===== src/rtl/fetch_pkg.sv =====
// Shared fetch-stage types: BTB counter encodings, BTB entry layout, reset PC.
// Latency: n/a (types and helpers only).
// Backpressure: n/a.
package fetch_pkg;

  // Default configuration shared with the rest of the core.
  localparam int unsigned FETCH_WIDTH   = 32;
  localparam int unsigned BTB_DEPTH_DEF = 16;
  localparam int unsigned BTB_IDX       = $clog2(BTB_DEPTH_DEF);
  localparam int unsigned BTB_TAG_W     = FETCH_WIDTH - BTB_IDX - 2;
  localparam logic [31:0] PC_BASE_DEF   = 32'h0000_3000;

  // 2-bit saturating direction counter; bit 1 is the taken prediction.
  typedef enum logic [1:0] {
    CTR_SNT = 2'b00,
    CTR_WNT = 2'b01,
    CTR_WT  = 2'b10,
    CTR_ST  = 2'b11
  } ctr_t;

  localparam ctr_t CTR_RESET = CTR_SNT;
  localparam ctr_t CTR_ALLOC = CTR_WT;

  // BTB entry layout for the default configuration.
  typedef struct packed {
    logic                   valid;
    logic [BTB_TAG_W-1:0]   tag;
    logic [FETCH_WIDTH-1:0] target;
    ctr_t                   ctr;
  } btb_entry_t;

  // Saturating step of the direction counter toward the resolved outcome.
  function automatic ctr_t ctr_next(input ctr_t c, input logic taken);
    ctr_t n;
    n = c;
    case (c)
      CTR_SNT: n = taken ? CTR_WNT : CTR_SNT;
      CTR_WNT: n = taken ? CTR_WT  : CTR_SNT;
      CTR_WT:  n = taken ? CTR_ST  : CTR_WNT;
      CTR_ST:  n = taken ? CTR_ST  : CTR_WT;
      default: n = c;
    endcase
    return n;
  endfunction

endpackage


===== src/rtl/fetch_pc_unit_btb.sv =====
// btb_dm: direct-mapped branch target buffer with 2-bit counters.
// Latency: lookup combinational; update written at posedge, visible next cycle.
// Backpressure: none; one lookup and one update accepted every cycle.
// Ports: clk/rst (sync, active-low) | lkp_addr_i (word address) -> lkp_hit_o,
//        lkp_taken_o (counter MSB), lkp_target_o | upd_vld_i, upd_addr_i,
//        upd_target_i, upd_taken_i.
module btb_dm
  import fetch_pkg::*;
#(
  parameter int unsigned WIDTH = 32,
  parameter int unsigned DEPTH = 16
) (
  input  logic             clk,
  input  logic             rst,
  input  logic [WIDTH-3:0] lkp_addr_i,
  output logic             lkp_hit_o,
  output logic             lkp_taken_o,
  output logic [WIDTH-1:0] lkp_target_o,
  input  logic             upd_vld_i,
  input  logic [WIDTH-3:0] upd_addr_i,
  input  logic [WIDTH-1:0] upd_target_i,
  input  logic             upd_taken_i
);

  localparam int unsigned IDX   = $clog2(DEPTH);
  localparam int unsigned TAG_W = WIDTH - 2 - IDX;

  logic [DEPTH-1:0]  valid_q;
  logic [TAG_W-1:0]  tag_q    [DEPTH];
  logic [WIDTH-1:0]  target_q [DEPTH];
  ctr_t              ctr_q    [DEPTH];

  logic [IDX-1:0]    lkp_idx, upd_idx;
  logic [TAG_W-1:0]  lkp_tag, upd_tag;
  logic              upd_hit;

  assign lkp_idx = lkp_addr_i[IDX-1:0];
  assign lkp_tag = lkp_addr_i[WIDTH-3:IDX];
  assign upd_idx = upd_addr_i[IDX-1:0];
  assign upd_tag = upd_addr_i[WIDTH-3:IDX];

  assign lkp_hit_o    = valid_q[lkp_idx] && (tag_q[lkp_idx] == lkp_tag);
  assign lkp_taken_o  = ctr_q[lkp_idx][1];
  assign lkp_target_o = target_q[lkp_idx];

  assign upd_hit = valid_q[upd_idx] && (tag_q[upd_idx] == upd_tag);

  // Tags/targets are not reset: they are meaningless while valid is clear.
  // Reset still blocks the update so an in-flight training cannot survive it.
  always_ff @(posedge clk) begin
    if (!rst) begin
      valid_q <= '0;
      for (int unsigned i = 0; i < DEPTH; i++) begin
        ctr_q[i] <= CTR_RESET;
      end
    end else if (upd_vld_i) begin
      if (upd_hit) begin
        ctr_q[upd_idx] <= ctr_next(ctr_q[upd_idx], upd_taken_i);
        if (upd_taken_i) begin
          target_q[upd_idx] <= upd_target_i;
        end
      end else if (upd_taken_i) begin
        // Miss + taken: allocate over whatever aliased there.
        valid_q[upd_idx]  <= 1'b1;
        tag_q[upd_idx]    <= upd_tag;
        target_q[upd_idx] <= upd_target_i;
        ctr_q[upd_idx]    <= CTR_ALLOC;
      end
    end
  end

endmodule


===== src/rtl/fetch_pc_unit.sv =====
// fetch_pc_unit: IF-stage PC register and next-PC selection with BTB prediction.
// Latency: redirect/stall visible on pc one cycle after sampling; prediction combinational.
// Backpressure: stall_f holds pc; exception/EX redirects override stall.
// Ports: clk, rst (sync, active-low) | stall_f | exc_valid/exc_target |
//        redir_valid/redir_target | upd_valid/upd_pc/upd_target/upd_taken |
//        pc, pred_taken, pred_target.
module fetch_pc_unit
  import fetch_pkg::*;
#(
  parameter int unsigned      WIDTH     = 32,
  parameter logic [WIDTH-1:0] PC_BASE   = WIDTH'(PC_BASE_DEF),
  parameter int unsigned      BTB_DEPTH = 16
) (
  input  logic             clk,
  input  logic             rst,
  input  logic             stall_f,
  input  logic             exc_valid,
  input  logic [WIDTH-1:0] exc_target,
  input  logic             redir_valid,
  input  logic [WIDTH-1:0] redir_target,
  input  logic             upd_valid,
  input  logic [WIDTH-1:0] upd_pc,
  input  logic [WIDTH-1:0] upd_target,
  input  logic             upd_taken,
  output logic [WIDTH-1:0] pc,
  output logic             pred_taken,
  output logic [WIDTH-1:0] pred_target
);

  logic [WIDTH-1:0] pc_q, pc_d, pc_sel, pc_seq;
  logic             btb_hit, btb_taken;
  logic [WIDTH-1:0] btb_target;
  logic             upd_pc_unused;

  // Branch PCs are word aligned; the low bits carry no index/tag information.
  assign upd_pc_unused = ^upd_pc[1:0];

  btb_dm #(
    .WIDTH (WIDTH),
    .DEPTH (BTB_DEPTH)
  ) u_btb (
    .clk          (clk),
    .rst          (rst),
    .lkp_addr_i   (pc_q[WIDTH-1:2]),
    .lkp_hit_o    (btb_hit),
    .lkp_taken_o  (btb_taken),
    .lkp_target_o (btb_target),
    .upd_vld_i    (upd_valid),
    .upd_addr_i   (upd_pc[WIDTH-1:2]),
    .upd_target_i (upd_target),
    .upd_taken_i  (upd_taken)
  );

  // Wraps naturally modulo 2^WIDTH.
  assign pc_seq = pc_q + WIDTH'(4);

  assign pred_taken  = btb_hit && btb_taken;
  assign pred_target = pred_taken ? btb_target : pc_seq;
  assign pc          = pc_q;

  always_comb begin
    pc_sel = pc_seq;
    if (exc_valid) begin
      pc_sel = exc_target;
    end else if (redir_valid) begin
      pc_sel = redir_target;
    end else if (stall_f) begin
      pc_sel = pc_q;
    end else if (pred_taken) begin
      pc_sel = btb_target;
    end
    // Fetch is word aligned regardless of where the target came from.
    pc_d = {pc_sel[WIDTH-1:2], 2'b00};
  end

  always_ff @(posedge clk) begin
    if (!rst) begin
      pc_q <= {PC_BASE[WIDTH-1:2], 2'b00};
    end else begin
      pc_q <= pc_d;
    end
  end

endmodule


===== config.mk =====
export PLATFORM = sky130hd
export DESIGN_NAME = fetch_pc_unit
export DESIGN_NICKNAME = d
export VERILOG_FILES = /design/src/rtl/fetch_pkg.sv /design/src/rtl/fetch_pc_unit_btb.sv /design/src/rtl/fetch_pc_unit.sv
export SDC_FILE = /design/constraint.sdc
export NUM_CORES = 1
export LEC_CHECK = 0
export CORE_ASPECT_RATIO = 0.6
export CORE_MARGIN = 4
export CORE_UTILIZATION = 55
export CTS_CLUSTER_SIZE = 8
export DETAILED_ROUTE_END_ITERATION = 8
export HOLD_SLACK_MARGIN = 0.03
export PLACE_DENSITY = 0.73
export SYNTH_ARGS = -nofsm -noshare
export SYNTH_HDL_FRONTEND = slang
export SYNTH_SLANG_ARGS = --single-unit

===== constraint.sdc =====
create_clock -name clk -period 8.6 [get_ports clk]
set_input_delay 1.72 -clock clk [delete_from_list [all_inputs] [get_ports clk]]
set_output_delay 1.72 -clock clk [all_outputs]
set_load 0.05 [all_outputs]

---- After elaboration in Yosys (flattened, before gate mapping) ----
Memories as Yosys holds them, arrays and structs flattened. A register that Yosys moved wholly into a read port is not among the register bits.
Cells that the tools add are included.
word-level totals
  flip-flop bits (word level) ............. 48
  latch bits .............................. 0
  memory bits (writable) .................. 960
  memory bits (read-only) ................. 0
  bits of input ports ..................... 135
  output and inout port bits .............. 65
  memories ................................ 3
cells by class
  add/sub/neg operators ................... 1
  multipliers ............................. 0
  div/mod/pow operators ................... 0
  order comparisons ....................... 3
  equal/unequal tests ..................... 6
  shift-type cells ........................ 0
  mux-type cells .......................... 43
  bitwise logic cells ..................... 4
  reduce and logical (&&, ||, !) cells .... 7
memory list
  memory          depth  width  rd ports  clocked after memory_dff  write ports  RTL line                 text
  u_btb.target_q  16     32     1         1                         1            fetch_pc_unit_btb.sv:30  logic [WIDTH-1:0] target_q [DEPTH];
  u_btb.tag_q     16     26     2         1                         1            fetch_pc_unit_btb.sv:29  logic [TAG_W-1:0] tag_q [DEPTH];
  u_btb.ctr_q     16     2      2         1                         16           fetch_pc_unit_btb.sv:31  ctr_t ctr_q [DEPTH];
operators with widths
  cell                   count
  $mux 32                5
  $eq 26x26->1           2
  $add 32x3->32 const B  1
  $mux 4                 7
  $mux 1                 20
  $or 16x16->16          1
  $mux 2                 7
  $lt 4x5->1 const B     2
  $bmux 1 s4             2
  $pmux 2 s4             1
  $demux 1 s4            1
  $eq 2x2->1 const B     2
  $ge 4x1->1 const B     1
  $logic_and 1x1->1      4
  $ne 3x1->1 const B     1
  $reduce_and 3->1       1
  $eq 2x1->1 const B     1
  $logic_not 2->1        1
  $or 1x1->1             2
  $reduce_or 2->1        1
  $not 1->1              1

---- Logic depth before layout (Yosys ltp) ----
Gate-level depths: netlist of run 1.
  word-level depth ........................ 10
  depth in mapped cells ................... 15
  gate-level depth less buffers ........... 9

---- Cells and area by module ----
Synthesis of run 1 repeated with hierarchy kept, for this count alone.
second synthesis, totals
  cells, all modules ...................... 2,328
  area, all modules ....................... 44,335.0 um2
modules (own cells, without submodules)
  module         times used  cells an instance  area each (um2)  sequential area each (um2)
  btb_dm         1           1,935              41,648.7         29,148.0
  fetch_pc_unit  1           393                2,686.3          600.6

---- Worst setup path before layout of run 1 ----
Ideal clock, no wire load.
  path kind ............................... in2reg
  start ................................... in upd_pc[2]
  end ..................................... mem u_btb.tag_q[2][0] (netlist bit), enable pin
  library setup time ...................... 0.444 ns
  arrival ................................. 6.229 ns
  slack ................................... 1.927 ns
  stages on the path ...................... 11
  path buffers ............................ 4
  cell sequence ........................... clkbuf_1 -> buf_2 -> buf_2 -> mux4_2 -> mux4_2 -> xor2_1 -> nor3_1 -> a31oi_1 -> clkbuf_1 -> nand2_1 -> nor3_1
between the ends
  cells in the longest elaborated chain, start to end .. 7
  elaborated cells on any way between the ends .. 9
  those cells by class .................... 1 x eq/ne; 6 x mux; 1 x reduce/logical; 1 x memory
RTL lines
  element                                      RTL line                 text
  from (decl)                                  fetch_pc_unit.sv:22      input logic [WIDTH-1:0] upd_pc,
  $mem_v2 16x26 or $bmux 1 s4 (tied branches)  -
  $eq 26x26->1 or $mux 1 (tied branches)       fetch_pc_unit_btb.sv:46  assign upd_hit = valid_q[upd_idx] && (tag_q[upd_idx] == upd_tag);
  $logic_and 1x1->1                            fetch_pc_unit_btb.sv:46
  $mux 1                                       fetch_pc_unit_btb.sv:57  if (upd_hit) begin
  $mux 1                                       fetch_pc_unit_btb.sv:56  end else if (upd_vld_i) begin
  $mux 1                                       fetch_pc_unit_btb.sv:51  if (!rst) begin
  $mux 1 (implied by the code)                 fetch_pc_unit_btb.sv:65  tag_q[upd_idx] <= upd_tag;
  to (decl)                                    fetch_pc_unit_btb.sv:29
Several ways; a longest one is shown, not always the timed one. The select of a mux whose other input is x is not followed.

==> results of run 1 <==
[per-stage QoR]
step           setup slack, ns  std cells  hold slack (ns)
4_1_cts                  0.682       3599            0.483
3_5_place_dp              1.44       3380            0.468
5_1_grt                  0.470       3602            0.503
2_1_floorplan             1.93       2209            0.438
3_3_place_gp              1.51       3380            0.452
6_report                 0.689       3604            0.482
[final timing paths]
kind	start	to	slack, ns
worst max-delay path	flop	pred_target[2]	0.69
worst min-delay path	u_btb.valid_q[9]$_SDFFE_PN0P_	u_btb.valid_q[9]$_SDFFE_PN0P_	0.48
worst max register to register	flop	flop	3.56
worst min register to register	u_btb.valid_q[9]$_SDFFE_PN0P_	u_btb.valid_q[9]$_SDFFE_PN0P_	0.48
[kinds of logic after synthesis]
kind of cell	after synthesis	synth area share (%)
buf+inv	168	1.81
simple gates	305	3.39
other cells	1	0.00852
compound gates	145	2.48
xor+xnor	84	1.67
fa+ha+maj	3	0.0739
flops	1010	67.7
mux	492	22.8
[layer usage]
layer	vias up	share of wire [%]
met5	-	0.030
met4	6	2.6
met3	197	14
met2	1710	44
met1	12900	39
li1	9799	-
[cell type report]
cell class / count / area [um2]
Clock buffer: 204 / 3850
Fill cell: 5105 / 28000
Timing Repair Buffer: 262 / 2490
Sequential cell: 1010 / 29800
Inverter: 11 / 41.3
Clock inverter: 15 / 255
Tap cell: 1066 / 1330
Antenna cell: 5 / 12.5
Multi-Input combinational cell: 1031 / 13600
[cells in the final DEF, fill, tap and decap left out, types with 12 or more instances in the layout]
master           instances
dfxtp_1                 46
mux2i_1                 65
a21o_1                  17
o22ai_1                 33
xnor2_1                 62
a21oi_1                 12
edfxtp_1               960
nand3_1                 23
clkbuf_1                59
xor2_1                  22
nor2_4                  12
clkbuf_16              145
buf_4                   67
nor2b_1                 14
nand4_1                 21
clkdlybuf4s50_1        186
o21ai_0                 12
o311a_1                 26
mux4_2                 400
nand2_1                 52
nor2_1                 109
mux2_4                  22
[flip-flops by register name (all words and copies together), names as in the netlist, named ones only]
register        count
pc                 30
u_btb.valid_q      16
u_btb.ctr_q        32
u_btb.tag_q       416
u_btb.target_q    512
[worst max-delay path, stage by stage (launching register included)]
cell and delay [ns]:
dfxtp_4 0.97, buf_12 0.36, mux4_2 0.36, mux2i_1 0.26
xnor2_1 0.18, or3_1 0.38, a21oi_1 0.31, nor4b_4 0.45
nand3_4 0.54, mux2i_1 0.67, clkdlybuf4s50_1 0.93
[power groups by stage]
stage / Combinational [mW] / Sequential, mW / Clock [mW]
2_1_floorplan: 0.688 / 5.60 / 0
3_3_place_gp: 1.05 / 5.62 / 0
3_5_place_dp: 1.07 / 5.63 / 0
4_1_cts: 1.08 / 5.54 / 5.23
5_1_grt: 1.15 / 5.54 / 5.47
6_report: 1.08 / 5.54 / 5.16
==> results summary, run 1 <==
The run finished with clean final reports. The data required time at the worst endpoint is roughly 6.9 ns. Among all flip-flop cells after synthesis, the most frequent one is edfxtp_1. The first-pass iteration count of the detailed router is 6. Summed over all cells, the static leakage comes to between 15 and 20 nW.

The final total negative setup slack is 0 ns. The placed instances occupy a cell area of 47,300 um2. The number of vias after detailed routing is 24,600.

The maximum number of buffers from clock root to sink came out at 3. The antenna violation net count after detailed routing came out at 0. The height of the die is about 230 um. The largest net degree at the start of global routing came out at 70. The placeable core area is 79,400 um2.

The portion of synthesized cell area occupied by the leading cell type is 65.5%. The internal power came out at roughly 9.0 mW. Setup repair after global routing left no endpoint under its margin. The detailed router's first-iteration violation count is 3,718. The transition at the pin with the smallest max-transition slack came out at 1.17 ns. For this configuration, the core starts out at a cell density of 55.5%.

The power density normalized to cell area is roughly 230 nW/um2. The count of unique library cells instantiated by Yosys is 60. The endpoint kind of the worst setup timing path is an output pin. The maximum VDD drop came out at slightly below 0.2 mV.

The number of levels in the clock H-tree is 4. STA classifies the critical path startpoint as a flop. The combinational power share came out at 9.2%. The TritonCTS sink count is 1,010. The number of maximum-capacitance violations is 0. The total of cells resized after clock tree synthesis is 0.

CTS placed an instance of clkbuf_16 at the clock tree root. The number of hold violations in the final report is 0. The hold buffer count at cts came out at 0. The final-report setup violation count came out at 0. The routing usage on met2 is 41.8%.

The number of register bits inferred by synthesis is approximately 1,000. The sequential fraction of the synthesis area is between 60 and 70%. For this run, design rule violations remaining after detail routing come to 0. The number of instances in the synthesized netlist came out at about 2,200. For this run, the share of the core covered by cells in the final layout is 64.7%. The initial antenna violation count came out at 9. The minimum clock period came out at 7.91 ns.

The total number of placement rows is 80. The category of the most critical setup path is reg -> out. The min-delay analysis places its worst path in the category reg -> reg. The number of buffers created by CTS came out at about 140. The worst-case clock skew came out at between 0.03 and 0.04 ns.

The relative slew slack came out at ~22%. The chip width is 373 um. The critical path arrival came out at 6.19 ns.

The total global routing track utilization is 28.9%. The clock-pin slew on the worst setup and hold paths came out at 0.05 ns. Dividing the detail-routed via count by the number of cells gives 6.82. The final period utilization is 92.0%.

The most common cell in the synthesized netlist is edfxtp_1. The post-CTS setup repair buffer count came out at 0. The routed wirelength normalized by instance count came out at ~34 um.

The number of enable flip-flop cells after synthesis is 960. The switching power as a share of total power is 23.4%. The achievable clock frequency is 126 MHz. Along the worst hold path, the cell count comes to 1. In the final layout, the share of cells above drive strength 1 is ~28%.

The clock tree from TritonCTS is yes. The first-pass GRT wire length came out at 175,000 um. The global-route track usage on met3 came out at 12.0%. During I/O placement, the number of pins put on the boundary was 200.

The area of the die came out at 84,800 um2. The largest total area in the synthesized netlist belongs to edfxtp_1. Per report_power, the sequential group accounts for between 40% and 50% of the total.

The clock latency on the worst-skew pair came out at 0.74 ns. The post-layout net count came out at 2,596. Averaged over all synthesized cells, the footprint is approximately 20 um2.

The met1 demand-to-capacity share in global routing is between 40% and 50%. The total congestion overflow after global routing came out at 0. The layer flagged by global routing as most heavily used is met2. The number of cells on the worst reg-to-reg path is 11. The post-synth design cell area is roughly 44,000 um2. The share of total power dissipated in the clock network is 43.8%. In this run the worst path has a maximum fanout of 46. The total wire length after detailed routing is 121,000 um.

Routability-driven placement finished with a final weighted congestion of 0.816. The share of flip-flops with an asynchronous set or reset after synthesis is 0%. The number of I/O port buffers is between 150 and 200.

The total power is 11.8 mW. The power dissipated by switching net loads came out at 2.76 mW. Sorting the synthesized cells by area gives the leading types as edfxtp_1 (65%), mux4_2 (20%), dfxtp_1 (2.3%). The final non-filler cell area came out at ~51,000 um2. After synthesis, the most frequently instantiated cells are edfxtp_1 (960), mux4_2 (400), nor2_1 (121). The total half-perimeter wirelength after legalization and detailed placement came out at ~72,000 um. For this run, the number of Yosys warnings is 0. The max-slew violation count is 0. The synthesis-to-layout area growth is 16.7%.

The via count of the first global-routing pass came out at 25,000.
Note: power is estimated with default switching activity, not from simulation.
==> run 2: changes to the inputs <==
--- a/config.mk
+++ b/config.mk
@@ -5,13 +5,15 @@
 export SDC_FILE = /design/constraint.sdc
 export NUM_CORES = 1
 export LEC_CHECK = 0
+export CELL_PAD_IN_SITES_DETAIL_PLACEMENT = 1
+export CELL_PAD_IN_SITES_GLOBAL_PLACEMENT = 2
 export CORE_ASPECT_RATIO = 0.6
 export CORE_MARGIN = 4
-export CORE_UTILIZATION = 55
+export CORE_UTILIZATION = 47
 export CTS_CLUSTER_SIZE = 8
 export DETAILED_ROUTE_END_ITERATION = 8
 export HOLD_SLACK_MARGIN = 0.03
-export PLACE_DENSITY = 0.73
+export PLACE_DENSITY = 0.78
 export SYNTH_ARGS = -nofsm -noshare
 export SYNTH_HDL_FRONTEND = slang
 export SYNTH_SLANG_ARGS = --single-unit
==> run 2 against run 1 <==
  * Worst setup slack improved by 0.0065 ns
  * Global-route usage fell by 2.5 points
  * Total power increased by 0.82%
  * Critical endpoint is now pred_target[31]
  * Count of clock-buffer cells in the layout is 8 lower
  * Critical path depth grew 1
  * Clock power rose by 2%
  * Wire length is 7.2% higher
  * Fmax hardly changed
==> results summary, run 2 (synthesis gave the netlist of run 1 again) <==
The run finished with clean final reports. The top cell types in the final layout, fill and taps aside, are edfxtp_1 (960), mux4_2 (400), clkdlybuf4s50_1 (186). The cell sitting at the root of the clock tree is a clkbuf_16. The count of antenna diodes in the layout is 0. Setup repair after global routing left no endpoint under its margin. The I/O pin total is 200. Traced cell by cell, the critical path runs through buf_12, nand2b_1, o22ai_1, a211oi_1, xnor2_1, nand2_1, nor4_2, nand3_4, buf_4, mux2_2, clkdlybuf4s50_1. The post-CTS setup repair buffer count is 0. The cell depth of the worst setup path is 11.

The maximum VDD drop is 0.168 mV. The library cell used most frequently in the layout, excluding fill and tap cells, is edfxtp_1. The critical path is of the reg -> out type. The first-pass iteration count of the detailed router came out at 8. The placeable core area came out at 92,300 um2. In this run the power density over the cells is roughly 230 nW/um2. The antenna violation net count after detailed routing is 0.

In the finished design, the share of the clock period the worst path needs comes to about nine tenths. The total congestion overflow after global routing came out at 0. The routing usage on met2 came out at roughly 40%. In the final layout, the registers with the most flip-flops are u_btb.target_q x512, u_btb.tag_q x416, u_btb.ctr_q x32. The maximum number of buffers from clock root to sink is 3. The endpoint kind of the worst setup timing path is an output pin. The clock-pin slew on the worst setup and hold paths is 0.05 ns. u_btb.target_q holds more flip-flops than any other register. The standard cell with the maximum stage delay on the critical path is dfxtp_4. The global-route track usage on met3 came out at 5.55%. The first-pass GRT wire length came out at 186,000 um. For this configuration, the core starts out at a cell density of 47.7%. Detailed placement ended at an HPWL of about 80,000 um. Row generation in the floorplan step produced 86 rows. The critical path arrival is about 6.2 ns. The data required time at the worst endpoint came out at around 6.9 ns. The height of the die came out at 245 um. The largest net degree at the start of global routing is 69. The final layout contains 2,595 nets. Across the run, the number of max-cap violations was 0. The number of hold violations in the final report was 0. The global routing stage identified its most utilized layer as met2.

After clock tree synthesis, the flow added hold-fix buffers numbering 0. The number of vias after detailed routing came out at around 25,000. The flip-flop count of the largest register after layout came out at 512.

The initial antenna violation count came out at 2. The hold-critical path depth is 1. In this run the tool buffered the top-level ports with 191 buffer cells. The worst path buffer plus inverter count came out at 3.

Grouping stages by cell kind, the critical path spends the most delay in simple AND/OR/NAND/NOR gates. The end-of-flow core utilization came out at about 56%. The final non-filler cell area came out at 51,700 um2.

The count of placed standard cells in the final layout, fillers left out is between 3,000 and 4,000. The synthesis-to-layout area growth came out at 17.3%. The routed wirelength normalized by instance count is between 30 and 40 um. The final-report setup violation count came out at 0. The final total negative setup slack came out at 0 ns. For the worst-skew pair, the clock arrives at the later sink with an insertion delay of 0.76 ns. The total cell area at the placement stage is 47,500 um2. The total wire length after detailed routing is around 130,000 um. The leakage power figure came out at roughly 16 nW. The number of levels in the clock H-tree came out at 4. The weighted congestion at the end of routability-driven global placement came out at 0.831. The share of layout cells above drive strength 1 is between 20% and 30%.

The startpoint type of the worst setup path is a flop. The detailed router finished its first iteration with around 2,900 violations. The total global routing track utilization is 26.4%. The worst min-delay path class is reg -> reg.

The relative slew slack came out at 23.5%. The routed via count divided by cell count is 6.53. The worst-case clock skew came out at approximately 0.029 ns. The worst slack at placement came out at between 1.5 and 2 ns.

The number of buffers created by CTS came out at 144. The achievable clock frequency is between 100 and 150 MHz. After filler insertion, the fill cell instance count of the layout stands at 8,005.

The number of placed instances with taps included came out at ~3,500. The total of cells resized after clock tree synthesis came out at 0. The max-slew violation count came out at 0. At the pin with the least slew margin, the transition time is ~1.1 ns. In the routed design, unresolved DRC markers number 0.

The via count of the first global-routing pass came out at 25,600. The worst register-to-register path has a setup slack of 3.48 ns. From left edge to right edge, the die measures 403 um. Counting every sink on the clock net gives 1,010. The largest stage delay on the critical path is roughly 0.88 ns.

For met1 alone, demand over resource in global routing was between 30% and 40%. The floorplan step defined a die boundary enclosing 98,800 um2. The post-layout worst setup margin is around 0.70 ns.

The clock tree from TritonCTS is yes. The depth of the worst register-to-register path is 11. The minimum clock period came out at 7.90 ns. In this run the worst path has a maximum fanout of 38.
## run 2: final timing paths
check | from | end
max | flop | pred_target[31]
min | u_btb.valid_q[6]$_SDFFE_PN0P_ | u_btb.valid_q[6]$_SDFFE_PN0P_
max reg2reg | flop | pc[27]$_SDFFE_PN0N_
min reg2reg | u_btb.valid_q[6]$_SDFFE_PN0P_ | u_btb.valid_q[6]$_SDFFE_PN0P_
## run 2: stage by stage
step                hold slack (ns)  power (mW)
floorplan                     0.438        6.29
global placement              0.451        6.70
detailed placement            0.474        6.73
CTS                           0.485        12.0
global route                  0.505        12.3
finish                        0.492        11.9
## run 2: cell type report
class	instances	area (um2)	area share, %
clock buffer	196	3800	7.35
clock inverter	16	367	0.710
inverter	11	41.3	0.0799
multi-input combinational	1031	13600	26.3
sequential	1010	29800	57.8
tap	1232	1540	2.98
timing repair buffer	261	2510	4.86
## run 2: worst reg2reg max path: cells and delay by family, from the launching register on
kind	cells	cell delay (ns)
and+or+nand+nor	4	1.58
AOI/OAI and AO/OA	3	1.25
xor gates and xnor gates	1	0.20
muxes	1	0.35
DFF	1	0.88
buffers and inverters	2	0.77
## run 2: where the power goes
part	switching, mW	internal [mW]
logic	0.614	0.488
clock network	2.15	3.09
registers	0.0944	5.44
## run 2: per-layer routing
layer  wire (um)  share of wire (%)  up-vias
li1            -                  -     9782
met1       54500                 42    13200
met2       60500                 47     1308
met3       11100                8.6      210
met4        3380                2.6        2
met5           7             0.0054        -
